[src/rtl/seq_det_pkg.sv]
// Shared constants for the parameterised serial sequence detector.
package seq_det_pkg;

  localparam int         PATTERN_W_MAX   = 16;
  localparam int         COUNT_W         = 8;
  localparam logic [3:0] DEFAULT_PATTERN = 4'b1101;

  // Width of a counter that must reach w-1; never narrower than one bit.
  function automatic int fill_width(input int w);
    return (w < 2) ? 1 : $clog2(w);
  endfunction

endpackage

[src/rtl/seq_det_sat_counter.sv]
// COUNT_W-bit up counter that sticks at its maximum value.
module seq_det_sat_counter
  import seq_det_pkg::*;
#(
  parameter int W = COUNT_W
) (
  input  logic         clk,
  input  logic         rst,
  input  logic         inc,
  output logic [W-1:0] count
);

  always_ff @(posedge clk) begin
    if (!rst) begin
      count <= '0;
    end else if (inc && (count != {W{1'b1}})) begin
      count <= count + 1'b1;
    end
  end

endmodule

[src/rtl/seq_detector_param.sv]
// Mealy serial pattern detector with overlapping or non-overlapping matching.
// Defining SEQ_DET_COUNT_EN adds the saturating match_count output.
module seq_detector_param
  import seq_det_pkg::*;
#(
  parameter int                   PATTERN_W = 4,
  parameter logic [PATTERN_W-1:0] PATTERN   = PATTERN_W'(DEFAULT_PATTERN),
  parameter bit                   OVERLAP   = 1'b1
) (
  input  logic               clk,
  input  logic               rst,
  input  logic               input_bit,
  input  logic               in_valid,
`ifdef SEQ_DET_COUNT_EN
  output logic [COUNT_W-1:0] match_count,
`endif
  output logic               output_bit
);

  localparam int                FILL_W    = fill_width(PATTERN_W);
  localparam logic [FILL_W-1:0] FILL_FULL = FILL_W'(PATTERN_W - 1);

  logic [PATTERN_W-2:0] hist, hist_nxt;
  logic [FILL_W-1:0]    fill, fill_nxt;
  logic [PATTERN_W-1:0] window;
  logic                 match;

  // Oldest history bit sits at the MSB so the window lines up with PATTERN.
  assign window = {hist, input_bit};

  // fill guards against a zero-filled history aliasing a pattern with leading zeros.
  always_comb begin
    // NOTE: every combinational output gets a default first so no path infers a latch.
    match    = rst && in_valid && (fill == FILL_FULL) && (window == PATTERN);
    hist_nxt = hist;
    fill_nxt = fill;
    if (in_valid) begin
      if (match && !OVERLAP) begin
        hist_nxt = '0;
        fill_nxt = '0;
      end else begin
        hist_nxt = window[PATTERN_W-2:0];
        if (fill != FILL_FULL) begin
          fill_nxt = fill + 1'b1;
        end
      end
    end
  end

  always_ff @(posedge clk) begin
    // NOTE: state registers use non-blocking assignment so all flops update together.
    if (!rst) begin
      hist <= '0;
      fill <= '0;
    end else begin
      hist <= hist_nxt;
      fill <= fill_nxt;
    end
  end

  assign output_bit = match;

`ifdef SEQ_DET_COUNT_EN
  seq_det_sat_counter #(
    .W(COUNT_W)
  ) u_match_counter (
    .clk  (clk),
    .rst  (rst),
    .inc  (match),
    .count(match_count)
  );
`endif

endmodule

[config.mk]
export PLATFORM = sky130hd
export DESIGN_NAME = seq_detector_param
export DESIGN_NICKNAME = d
export VERILOG_FILES = /design/src/rtl/seq_det_pkg.sv /design/src/rtl/seq_det_sat_counter.sv /design/src/rtl/seq_detector_param.sv
export SDC_FILE = /design/constraint.sdc
export NUM_CORES = 1
export LEC_CHECK = 0
export CORE_AREA = 2 2 39 41
export DETAILED_ROUTE_END_ITERATION = 7
export DIE_AREA = 0 0 41 43
export PLACE_DENSITY_LB_ADDON = 0.05
export SETUP_SLACK_MARGIN = 0.2
export SKIP_LAST_GASP = 1
export SYNTH_ARGS = -nofsm -noshare
export SYNTH_HDL_FRONTEND = slang
export SYNTH_SLANG_ARGS = --single-unit
[constraint.sdc]
create_clock -name clk -period 2.4 [get_ports clk]
set_input_delay 0.36 -clock clk [delete_from_list [all_inputs] [get_ports clk]]
set_output_delay 0.36 -clock clk [all_outputs]
set_load 0.01 [all_outputs]
==> results.cfg <==
[final_layout]
final_design_area_no_fill_sq_um = 327
layout_commonest_cell = dfxtp_1
layout_common_cells = dfxtp_1 (5), nand2_1 (4), clkdlybuf4s50_1 (4)
share_of_layout_cells_above_drive_strength_1_pct = 18.8
sequential_cell_area_sq_um = 100
multi_input_area_sq_um = 125
fillerInstances = 156
post-route-util_pct = 23.6
nNetsFinal = 38
layout-area-overhead-vs-synth_pct = 45.0
layout.cells.non_filler = 48
antennaDiodeCount = 0

[route]
routed_via_density = 3.85
totalWireLength_um = 454
first_iter_violations = 0
drtPass1Iterations = 1
postRouteAntennaNets = 0
route.vias.total = 185
post-route-drc-count = 0
post_drt_wl_per_cell_um = 9.46

[cts]
path_clk_slew_ns = 0.05
ctsHtreeMaxLevel = 1
post_cts.resized_instances = 0
cts-hold-fix-buffers = 0
tritoncts_clock_tree = yes
buffer_cell_driving_the_clock_tree_root = clkbuf_4
cts_max_path_buffers = 2
clkSinkCount = 5
clk-insertion-delay-late_ns = 0.24
post-cts-setup-buffer-count = 0
cts-buffers-inserted = 3

[power_and_ir_drop]
leakage_nw = 0.132
max-vdd-ir-drop_mv = 0.141
power.density_nw_per_um2 = 659

[outcome]
run_status = finished, final reports clean

[yosys]
synth_area_sq_um = 225
postSynthRegisterBits = 5
postSynthNetCount = 27
synth_compound_gate_area_share_pct = 5.56
ys_warnings = 0
simple_gate_share_of_the_synthesized_area_pct = 31.1
synth.area.mux_share_pct = 13.3
synth-seq-area-share_pct = 44.4
dominant_combinational_cell_family_by_area_after_synthesis = simple AND/OR/NAND/NOR gates
synth_adder_area_share_pct = 5.56
netlist-cell-type-count = 12
post_synth_xor_area_fraction_pct = 0
synthCells = 22
mean_cell_area_of_the_mapped_netlist_sq_um = 10.2

[run]
maxCapViolCount = 0

[placement]
dp_cells = 44
place.port_buffers = 4
finalWeightedCongestion = 0.561
dpl-instance-area_sq_um = 300

[setup_path]
crit_slowest_cell = clkdlybuf4s50_1
cp_data_required_time_ns = 2.04
path_class = flop to primary output
critical_path_arrival_ns = 1.66
timing.critical_path.fanout_max = 3
critPathLaunchType = flop
cpPeakStageDelay_ns = 0.56
worstSetupEndpointType = primary output
path_cells = ha_1 > nand4_1 > nor3_1 > clkdlybuf4s50_1

[die]
initial_utilization_pct = 16.3
placementRows = 14
die_w_um = 41
io_pins = 5
core-area_sq_um = 1380
dieHeight_um = 43
die_area_sq_um = 1760

[sta]
final.setup_skew_ns = 0.000136
worst_slew_pin_slew_ns = 0.126
slew_viol_final = 0
fin_setup_tns_ns = 0
fmax_ghz = 0.495
post-route-min-period_ns = 2.02
setup_repair_after_global_routing_missed_its_margin = no
slew_headroom_pct = 91.4
final_hold_fails = 0
setup-violations-final = 0
period_share_pct = 84.2

[global_routing]
grt_start_max_net_pins = 8
number_of_global_route_vias_before_repair = 155
grt_antenna_before_repair = 0
grt_remaining_overflow = 0
grt.total_usage_pct = 7.04
grt_pass1_wl_um = 683

[hold_path]
hp-class = flop to flop
==> report_power, final <==
part / internal [mW] / total (mW) / switching, mW
logic: 0.0142 / 0.0230 / 0.00872
registers: 0.0882 / 0.0913 / 0.00313
clock network: 0.0631 / 0.101 / 0.0379
==> logic make-up (layout without fill, tap and decap cells) <==
kind of cell / after synthesis / in the layout
and+or+nand+nor: 11 / 11
DFF: 5 / 5
muxes: 3 / 3
AOI/OAI and AO/OA: 2 / 2
adders and majority gates: 1 / 1
buffers and inverters: 0 / 10
==> area by class of cell <==
type / instances / share of cell area [%]
Multi-Input combinational cell: 17 / 38.3
Sequential cell: 5 / 30.7
Clock buffer: 4 / 8.05
Timing Repair Buffer: 6 / 16.9
Tap cell: 16 / 6.13
==> Yosys cell counts <==
cell type  n  area (sq um)
a21boi_0   1          7.51
dfxtp_1    5           100
ha_1       1          12.5
mux2i_1    3          30.0
nand2_1    4          15.0
nand2b_1   1          6.26
nand4_1    1          6.26
nand4bb_1  1          11.3
nor2b_1    2          12.5
nor2b_4    1          13.8
nor3_1     1          5.00
o21ai_0    1          5.00
==> state kept, by name (all words and copies together), names as in the netlist <==
name,flops
hist,3
fill,2
==> final timing paths <==
kind / cells after the start / slack [ns] / from / endpoint
max: 4 / 0.38 / fill[0]$_SDFFE_PN0P_ / output_bit
min: 2 / 0.46 / fill[1]$_SDFFE_PN0P_ / fill[1]$_SDFFE_PN0P_
max reg2reg: 3 / 1.45 / fill[0]$_SDFFE_PN0P_ / fill[1]$_SDFFE_PN0P_
min reg2reg: 2 / 0.46 / fill[1]$_SDFFE_PN0P_ / fill[1]$_SDFFE_PN0P_
==> per-layer routing <==
layer | global-route usage (%) | share of wire, % | vias to the layer above
li1 | - | - | 99
met1 | 7.74 | 52 | 79
met2 | 6.88 | 38 | 5
met3 | 4.71 | 7.7 | 2
met4 | 10.0 | 1.8 | 0
met5 | 0 | 0 | -
==> metrics by stage <==
step	hold slack (ns)	setup slack [ns]	power, mW
finish	0.464	0.379	0.215
global route	0.480	0.259	0.229
CTS	0.466	0.340	0.222
detailed placement	0.459	0.359	0.116
global placement	0.449	0.369	0.115
floorplan	0.438	1.13	0.104
==> worst max-delay path, delay by kind of cell (launching register included) <==
| family | cells | cell delay (ns) |
|---|---|---|
| flip-flops | 1 | 0.35 |
| buffers and inverters | 1 | 0.56 |
| adder cells (fa/ha/maj) | 1 | 0.24 |
| AND/OR/NAND/NOR | 2 | 0.27 |
Power figures use the tool's default switching activity.
